$ cat src/rtl/mips_ctrl_pkg.sv
// rtl/mips_ctrl_pkg.sv - opcodes, state encoding, datapath select encodings and per-state control decode
package mips_ctrl_pkg;

  typedef enum logic [3:0] {
    S_FETCH    = 4'd0,
    S_DECODE   = 4'd1,
    S_MEM_ADDR = 4'd2,
    S_MEM_RD   = 4'd3,
    S_MEM_WB   = 4'd4,
    S_MEM_WR   = 4'd5,
    S_R_EXEC   = 4'd6,
    S_R_WB     = 4'd7,
    S_BRANCH   = 4'd8,
    S_JUMP     = 4'd9,
    S_I_EXEC   = 4'd10,
    S_I_WB     = 4'd11
  } state_e;

  localparam logic [5:0] OP_RTYPE = 6'b000000;
  localparam logic [5:0] OP_LW    = 6'b100011;
  localparam logic [5:0] OP_SW    = 6'b101011;
  localparam logic [5:0] OP_BEQ   = 6'b000100;
  localparam logic [5:0] OP_BNE   = 6'b000101;
  localparam logic [5:0] OP_J     = 6'b000010;
  localparam logic [5:0] OP_ADDI  = 6'b001000;
  localparam logic [5:0] OP_ORI   = 6'b001101;
  localparam logic [5:0] OP_ANDI  = 6'b001100;

  typedef enum logic [2:0] {
    ALU_ADD   = 3'b000,
    ALU_SUB   = 3'b001,
    ALU_FUNCT = 3'b010,
    ALU_OR    = 3'b011,
    ALU_AND   = 3'b100
  } alu_op_e;

  typedef enum logic [1:0] {
    SRCB_REG    = 2'b00,
    SRCB_FOUR   = 2'b01,
    SRCB_IMM    = 2'b10,
    SRCB_IMM_SH = 2'b11
  } alu_src_b_e;

  typedef enum logic [1:0] {
    PC_ALU    = 2'b00,
    PC_ALUOUT = 2'b01,
    PC_JUMP   = 2'b10
  } pc_src_e;

  // An unsupported opcode raises a sticky flag and silently resumes fetching.
  localparam logic   ILLEGAL_STICKY = 1'b1;
  localparam state_e ILLEGAL_RESUME = S_FETCH;

  typedef struct packed {
    logic       iord;
    logic       mem_read;
    logic       mem_write;
    logic       reg_dst;
    logic       mem_to_reg;
    logic       reg_write;
    logic       alu_src_a;
    alu_src_b_e alu_src_b;
    alu_op_e    alu_op;
    pc_src_e    pc_source;
  } ctrl_t;

  function automatic ctrl_t ctrl_for_state(input state_e s, input logic [5:0] op);
    ctrl_t c;
    c.iord       = 1'b0;
    c.mem_read   = 1'b0;
    c.mem_write  = 1'b0;
    c.reg_dst    = 1'b0;
    c.mem_to_reg = 1'b0;
    c.reg_write  = 1'b0;
    c.alu_src_a  = 1'b0;
    c.alu_src_b  = SRCB_REG;
    c.alu_op     = ALU_ADD;
    c.pc_source  = PC_ALU;
    case (s)
      S_FETCH: begin
        c.mem_read  = 1'b1;
        c.alu_src_b = SRCB_FOUR;
      end
      S_DECODE:   c.alu_src_b = SRCB_IMM_SH;
      S_MEM_ADDR: begin
        c.alu_src_a = 1'b1;
        c.alu_src_b = SRCB_IMM;
      end
      S_MEM_RD: begin
        c.mem_read = 1'b1;
        c.iord     = 1'b1;
      end
      S_MEM_WB: begin
        c.reg_write  = 1'b1;
        c.mem_to_reg = 1'b1;
      end
      S_MEM_WR: begin
        c.mem_write = 1'b1;
        c.iord      = 1'b1;
      end
      S_R_EXEC: begin
        c.alu_src_a = 1'b1;
        c.alu_op    = ALU_FUNCT;
      end
      S_R_WB: begin
        c.reg_write = 1'b1;
        c.reg_dst   = 1'b1;
      end
      S_BRANCH: begin
        c.alu_src_a = 1'b1;
        c.alu_op    = ALU_SUB;
        c.pc_source = PC_ALUOUT;
      end
      S_JUMP:     c.pc_source = PC_JUMP;
      S_I_EXEC: begin
        c.alu_src_a = 1'b1;
        c.alu_src_b = SRCB_IMM;
        case (op)
          OP_ORI:  c.alu_op = ALU_OR;
          OP_ANDI: c.alu_op = ALU_AND;
          default: c.alu_op = ALU_ADD;
        endcase
      end
      S_I_WB:     c.reg_write = 1'b1;
      default: ;
    endcase
    return c;
  endfunction

endpackage

$ cat src/rtl/mips_perf_counters.sv
// rtl/mips_perf_counters.sv - free-running cycle and retired-instruction counters, wrap at 2^32
module mips_perf_counters (
  input  logic        clk,
  input  logic        reset,
  input  logic        instr_done,
  output logic [31:0] cycle_count,
  output logic [31:0] instr_count
);

  logic [31:0] cycle_q, cycle_d;
  logic [31:0] instr_q, instr_d;

  always_comb begin
    cycle_d = cycle_q + 32'd1;
    instr_d = instr_done ? instr_q + 32'd1 : instr_q;
  end

  always_ff @(posedge clk) begin
    if (reset) begin
      cycle_q <= 32'd0;
      instr_q <= 32'd0;
    end else begin
      cycle_q <= cycle_d;
      instr_q <= instr_d;
    end
  end

  assign cycle_count = cycle_q;
  assign instr_count = instr_q;

endmodule

$ cat src/rtl/mips_multicycle_ctrl.sv
// rtl/mips_multicycle_ctrl.sv - multi-cycle MIPS control FSM; MULTICYCLE_PERF_CNT_EN adds perf counters
module mips_multicycle_ctrl
  import mips_ctrl_pkg::*;
(
  input  logic        clk,
  input  logic        reset,
  input  logic [5:0]  Opcode,
  input  logic        Zero,
  input  logic        MemReady,
  output logic        PCWrite,
  output logic        IorD,
  output logic        MemRead,
  output logic        MemWrite,
  output logic        IRWrite,
  output logic        RegDst,
  output logic        MemtoReg,
  output logic        RegWrite,
  output logic        ALUSrcA,
  output logic [1:0]  ALUSrcB,
  output logic [2:0]  ALUOp,
  output logic [1:0]  PCSource,
  output logic [3:0]  State,
  output logic        IllegalOp,
  output logic [31:0] CycleCount,
  output logic [31:0] InstrCount
);

  state_e state_q, state_d;
  logic   illegal_q, illegal_d;
  ctrl_t  ctrl_q, ctrl_d;

  always_comb begin
    state_d   = state_q;
    illegal_d = illegal_q;
    case (state_q)
      S_FETCH:  if (MemReady) state_d = S_DECODE;
      S_DECODE: begin
        case (Opcode)
          OP_RTYPE:                 state_d = S_R_EXEC;
          OP_LW, OP_SW:             state_d = S_MEM_ADDR;
          OP_BEQ, OP_BNE:           state_d = S_BRANCH;
          OP_J:                     state_d = S_JUMP;
          OP_ADDI, OP_ORI, OP_ANDI: state_d = S_I_EXEC;
          default: begin
            state_d   = ILLEGAL_RESUME;
            illegal_d = ILLEGAL_STICKY;
          end
        endcase
      end
      S_MEM_ADDR: state_d = (Opcode == OP_SW) ? S_MEM_WR : S_MEM_RD;
      S_MEM_RD:   if (MemReady) state_d = S_MEM_WB;
      S_MEM_WR:   if (MemReady) state_d = S_FETCH;
      S_R_EXEC:   state_d = S_R_WB;
      S_I_EXEC:   state_d = S_I_WB;
      default:    state_d = S_FETCH;
    endcase
    // Moore outputs are decoded from the next state so they leave a flop.
    ctrl_d = ctrl_for_state(state_d, Opcode);
  end

  always_ff @(posedge clk) begin
    if (reset) begin
      state_q   <= S_FETCH;
      illegal_q <= 1'b0;
      ctrl_q    <= ctrl_for_state(S_FETCH, OP_RTYPE);
    end else begin
      state_q   <= state_d;
      illegal_q <= illegal_d;
      ctrl_q    <= ctrl_d;
    end
  end

  logic branch_taken;
  assign branch_taken = (Opcode == OP_BNE) ? ~Zero : Zero;

  // Write strobes are gated by reset so an abandoned instruction cannot commit.
  assign PCWrite  = ~reset & (((state_q == S_FETCH) & MemReady) | (state_q == S_JUMP) |
                              ((state_q == S_BRANCH) & branch_taken));
  assign IRWrite  = ~reset & (state_q == S_FETCH) & MemReady;
  assign RegWrite = ~reset & ctrl_q.reg_write;
  assign MemWrite = ~reset & ctrl_q.mem_write;

  assign IorD      = ctrl_q.iord;
  assign MemRead   = ctrl_q.mem_read;
  assign RegDst    = ctrl_q.reg_dst;
  assign MemtoReg  = ctrl_q.mem_to_reg;
  assign ALUSrcA   = ctrl_q.alu_src_a;
  assign ALUSrcB   = ctrl_q.alu_src_b;
  assign ALUOp     = ctrl_q.alu_op;
  assign PCSource  = ctrl_q.pc_source;
  assign State     = state_q;
  assign IllegalOp = illegal_q;

`ifdef MULTICYCLE_PERF_CNT_EN
  logic instr_done;
  assign instr_done = ~reset & (state_d == S_FETCH) &
                      ((state_q == S_MEM_WB) | (state_q == S_MEM_WR) | (state_q == S_R_WB) |
                       (state_q == S_BRANCH) | (state_q == S_JUMP)   | (state_q == S_I_WB));

  mips_perf_counters u_perf (
    .clk         (clk),
    .reset       (reset),
    .instr_done  (instr_done),
    .cycle_count (CycleCount),
    .instr_count (InstrCount)
  );
`else
  assign CycleCount = 32'd0;
  assign InstrCount = 32'd0;
`endif

endmodule

$ cat config.mk
export PLATFORM = sky130hd
export DESIGN_NAME = mips_multicycle_ctrl
export DESIGN_NICKNAME = d
export VERILOG_FILES = /design/src/rtl/mips_ctrl_pkg.sv /design/src/rtl/mips_perf_counters.sv /design/src/rtl/mips_multicycle_ctrl.sv
export SDC_FILE = /design/constraint.sdc
export NUM_CORES = 1
export LEC_CHECK = 0
export CORE_MARGIN = 2
export CORE_UTILIZATION = 40
export CTS_CLUSTER_DIAMETER = 80
export CTS_CLUSTER_SIZE = 12
export DETAILED_ROUTE_END_ITERATION = 8
export GPL_ROUTABILITY_DRIVEN = 0
export PLACE_DENSITY = 0.85
export SLEW_MARGIN = 20
export SYNTH_ARGS = -nofsm -noshare
export SYNTH_HDL_FRONTEND = slang
export SYNTH_SLANG_ARGS = --single-unit
$ cat constraint.sdc
create_clock -name clk -period 3.1 [get_ports clk]
set_input_delay 0.465 -clock clk [delete_from_list [all_inputs] [get_ports clk]]
set_output_delay 0.465 -clock clk [all_outputs]
set_load 0.1 [all_outputs]
# Word-level counts from Yosys, hierarchy flattened
# Index checks and enable logic that the tools add are counted.
# totals
register_bits	19
latchBits	0
mem_bits_rw	0
rom_bits	0
in_bits	10
output_inout_bits	85
elab_cells	82
mem_count	0
# op_classes
n_addsub	0
n_mul	0
div	0
magnitude_cmp	0
eq_ne	27
n_shift	0
muxes	18
n_bitwise	12
reduce_logical	13
# op_table
operator	n
$eq A4 B4 Y1 const B	7
$pmux W4 S7	1
$eq A4 B3 Y1 const B	6
$pmux W4 S5	1
$eq A6 B4 Y1 const B	3
$eq A4 B2 Y1 const B	4
$eq A6 B3 Y1 const B	2
$eq A6 B6 Y1 const B	2
$mux W4	3
$reduce_or A2 Y1	5
$pmux W3 S3	1
$reduce_or A9 Y1	1
$eq A4 B1 Y1 const B	2
$logic_not A4 Y1	2
$mux W1	8
$and A1 B1 Y1	7
$eq A6 B2 Y1 const B	1
$logic_not A6 Y1	1
$pmux W2 S3	1
$pmux W3 S2	1
$reduce_or A3 Y1	2
$pmux W2 S2	1
$reduce_or A4 Y1	1
$mux W3	1
other kinds (3)	6

# Logic depth before layout (Yosys ltp)
# Gate-level depths: netlist (run 1).
# depth
word_depth	7
ltp_mapped	6
depth_no_buf	5

# Worst setup path before layout (run 1)
# OpenSTA, ideal clock, no wires.
# synth_path
path_kind	reg2out
start	register state_q[0], in the netlist State[0]
end	output IRWrite
t_arrival_ns	4.072
setup_slack_ns	-1.437
path_stages_with_launch	4
path_buffers	1
cell_sequence	dfxtp_1 -> clkbuf_1 -> nand2b_1 -> nor4_1
# synth_between
elab_chain_len	3
# synth_rtl
element	line	rtl
start, declared	mips_multicycle_ctrl.sv:28	state_e state_q, state_d;
start signal, assigned	mips_multicycle_ctrl.sv:67	state_q <= state_d;
$logic_not A4 Y1	mips_multicycle_ctrl.sv:79	assign IRWrite = ~reset & (state_q == S_FETCH) & MemReady;
$and A1 B1 Y1 (2 in series)	mips_multicycle_ctrl.sv:79	
end, declared	mips_multicycle_ctrl.sv:14	output logic IRWrite,
# No other way between the ends.

# Worst setup path in the final report (run 1)
# layout_path
start	input Opcode[3]
end	output PCWrite
# layout_between
elab_chain_len	5
# layout_rtl
element	line	rtl
start, declared	mips_multicycle_ctrl.sv:7	input logic [5:0] Opcode,
$eq A6 B3 Y1	mips_multicycle_ctrl.sv:74	assign branch_taken = (Opcode == OP_BNE) ? ~Zero : Zero;
$mux W1	mips_multicycle_ctrl.sv:74	
$and A1 B1 Y1	mips_multicycle_ctrl.sv:78	((state_q == S_BRANCH) & branch_taken));
$or A1 B1 Y1	mips_multicycle_ctrl.sv:77	assign PCWrite = ~reset & (((state_q == S_FETCH) & MemReady) | (state_q == S_JUMP) |
$and A1 B1 Y1	mips_multicycle_ctrl.sv:77	
end, declared	mips_multicycle_ctrl.sv:10	output logic PCWrite,
# No other way between the ends.

==> key figures, run 1 <==
STA
  – # setup viols final: 0
  – Part of the cycle the worst path needs: 88.68%
  – Setup TNS: 0 ns
  – Hold Fails Final Rpt: 0
  – PnR worst setup slack: 0.3509 ns
  – Rel. slew slack: 61.15%
  – Max-slew violations: 0
  – Worst-Margin Slew: 0.5812 ns
  – Hold WS: 0.5159 ns
  – RSZ-0062 raised after global routing: false
  – Tmin final: 2.749 ns
  – Final clock skew: 0.004053 ns
  – Max Freq: 363.8 MHz

Cells and area
  – Layout cells sized above 1: 22.50%
  – Final nets: 211
  – Ant. Diodes: 0
  – Post-layout util: 43.27%
  – Fill cells: 403
  – Area added between synthesis and finish: 4.715%

Synthesis
  – Cell taking the most area after synthesis: buf_4
  – Top cells by count, synth: buf_4 (72), dfxtp_1 (19), nor2_1 (11), inv_1 (6)
  – Post-synthesis share of cell area spent on and, or, nand and nor gates: 20.68%
  – Post-synthesis adder-cell area fraction: 0%
  – Post-synthesis mux area share: 0%
  – Area share of the largest cell type after synthesis: 35.73%
  – Synth Area in Compound Gates: 14.39%
  – Syn avg cell area: 8.546 um2
  – Ys Warns: 0
  – Seq/Total Area, Yosys: 25.14%
  – Main area contributors after synthesis: buf_4 (36%), dfxtp_1 (25%), nor2_1 (2.7%)
  – Asr flop ratio synth: 0%
  – Largest family of logic cells by synthesized area: buffers and inverters
  – Cells after synthesis: 177
  – Synth Area in XOR/XNOR: 0.5790%
  – Post-synth EDFFs: 0
  – Unique masters post-synth: 47
  – Most frequent cell after synthesis: buf_4
  – Mapped Area: 1513 um2
  – FF+latch count, synth: 19
  – Synth Flop Type: dfxtp_1

Detailed routing
  – ANT nets after route: 0
  – Wirelength per Cell: 9.952 um
  – DRC: 0
  – Vias/cell: 4.238
  – Vias: 1,051
  – Routed WL: 2468 um
  – Drt pass-1 iters: 4
  – DR iter-0 viols: 52

Clocking
  – Cts hold-fix bufs: 0
  – Post-CTS Setup Bufs: 0
  – CTS sink cnt: 19
  – Clock transition at the registers of the reported paths: 0.07 ns
  – Total CTS buffers: 3
  – Skew-Pair Late Insertion Delay: 0.26 ns
  – Htree depth: 1
  – Clk root buf: clkbuf_8
  – CTS Buffer Depth: 2
  – Post-CTS resize count: 0
  – CTS tree: done

Placement
  – Hpwl dp: 2031 um
  – Pre-CTS setup slack: 0.3543 ns
  – IO Port Bufs: 30

Status
  – Status: finished, final reports clean

Worst setup path
  – Critical R2R Capture: IorD$_SDFF_PP0_
  – Crit end category: output port
  – Crit path launch type: input pin
  – WS Path Type: in2out
  – Reg2Reg Setup Slack: 0.92 ns
  – Register-to-Register Path Depth: 5
  – RR Startpoint: State[0]$_SDFF_PP0_
  – Critical path fanouts, max: 6
  – Worst path arrival time: 2.28 ns
  – CP required: 2.63 ns

Power and ir drop
  – Clock Power Share: 19.1%
  – Switch share: 57.28%
  – Worst vdd ir: 0.2456 mV
  – Seq pwr share: 28.8%
  – Cell Pwr Density: 560.6 nW/um2
  – Comb power frac: 52.0%
  – P_int: 0.3794 mW
  – Total leakage power: 0.7460 nW
  – NetSw: 0.5087 mW
  – Pwr Total: 0.8880 mW

Floorplan
  – DIE HEIGHT: 65.50 um
  – Initial core utilization: 41.32%
  – Full die area: 4290 um2
  – Die width: 65.50 um
  – Core Region: 3661 um2
  – Ports: 95
  – Site Rows: 22

Global routing
  – First-pass GRT wire length: 3657 um
  – Largest net degree at the start of global routing: 16
  – Grt total ovfl: 0
  – Initial antenna violation count: 0
  – Vias in the first global route: 806
  – Total GRT Usage: 10.89%

Hold path
  – Hold EP: IllegalOp$_SDFFE_PP0P_
  – Hold_sp: IllegalOp$_SDFFE_PP0P_
  – Min-Delay Path Depth: 2
  – Class of the worst hold path: reg2reg

Job
  – # Max-Cap Violations: 0
-- state kept, by name, indices dropped and copies added, names as in the netlist, 2 cells and up --
signal / count
ALUOp: 3
ALUSrcB: 2
PCSource: 2
State: 4
ctrl_q: 2
-- logic make-up after synthesis --
| logic type | count (synthesis) |
|---|---|
| buffers and inverters | 81 |
| XOR/XNOR | 1 |
| flip-flops | 19 |
| other | 1 |
| AND/OR/NAND/NOR | 49 |
| AO/OA/AOI/OAI | 26 |
-- metal layers --
layer	vias up	share of wire, %	routed length, um	track usage [%]
li1	517	-	-	-
met1	467	37	913	12.34
met2	60	52	1279	19.52
met3	7	9.1	224	1.884
met4	0	2.1	52	5.469
met5	-	0	0	0
-- layout make-up --
class / count / area [um2] / share of cell area (%)
clock buffer: 3 / 41.29 / 2.607
clock inverter: 1 / 5.005 / 0.3160
inverter: 6 / 22.52 / 1.422
multi-input combinational: 140 / 794.5 / 50.16
sequential: 19 / 380.4 / 24.01
tap: 48 / 60.06 / 3.791
timing repair buffer: 31 / 280.3 / 17.69
-- power by group through the flow --
| stage | Clock [mW] | Combinational, mW | Sequential (mW) |
|---|---|---|---|
| 2_1_floorplan | 0 | 0.461 | 0.286 |
| 3_3_place_gp | 0 | 0.459 | 0.261 |
| 3_5_place_dp | 0 | 0.461 | 0.261 |
| 4_1_cts | 0.171 | 0.461 | 0.256 |
| 5_1_grt | 0.183 | 0.474 | 0.257 |
| 6_report | 0.170 | 0.462 | 0.256 |
-- cell usage in the layout (no fill, tap or decap), types with 5 or more instances in the layout --
cell              n
buf_4            20
dfxtp_1          19
clkdlybuf4s50_1   9
nor2_1           11
conb_1           64
nor3_1            5
inv_1             6
nand3_1           5
-- worst max path at each step --
stage                   end  cells past startpoint           startpoint
floorplan           IRWrite                      3  State[0]$_SDFF_PP0_
finish              PCWrite                      6            Opcode[3]
CTS                 PCWrite                      6            Opcode[3]
global placement    PCWrite                      6            Opcode[3]
global route        PCWrite                      6            Opcode[3]
detailed placement  PCWrite                      6            Opcode[3]
-- critical path, cell delays in order --
cell	delay (ns)
clkdlybuf4s50_1	0.49
nor4_1	0.50
nand3_1	0.16
xnor2_1	0.15
o311a_1	0.33
buf_12	0.18
-- stage by stage --
stage / std cells / area (um2)
6_report: 248 / 1584
5_1_grt: 248 / 1584
3_3_place_gp: 244 / 1538
2_1_floorplan: 240 / 1764
3_5_place_dp: 244 / 1538
4_1_cts: 248 / 1584
Power figures use the tool's default switching activity.
==> run 2: changes to the inputs <==
--- a/config.mk
+++ b/config.mk
@@ -12,6 +12,7 @@
 export DETAILED_ROUTE_END_ITERATION = 8
 export GPL_ROUTABILITY_DRIVEN = 0
 export PLACE_DENSITY = 0.85
+export SETUP_SLACK_MARGIN = 0.15
 export SLEW_MARGIN = 20
 export SYNTH_ARGS = -nofsm -noshare
 export SYNTH_HDL_FRONTEND = slang
==> results of run 2 <==
Same layout as run 1: the final DEF is identical, and so are final timing and power.
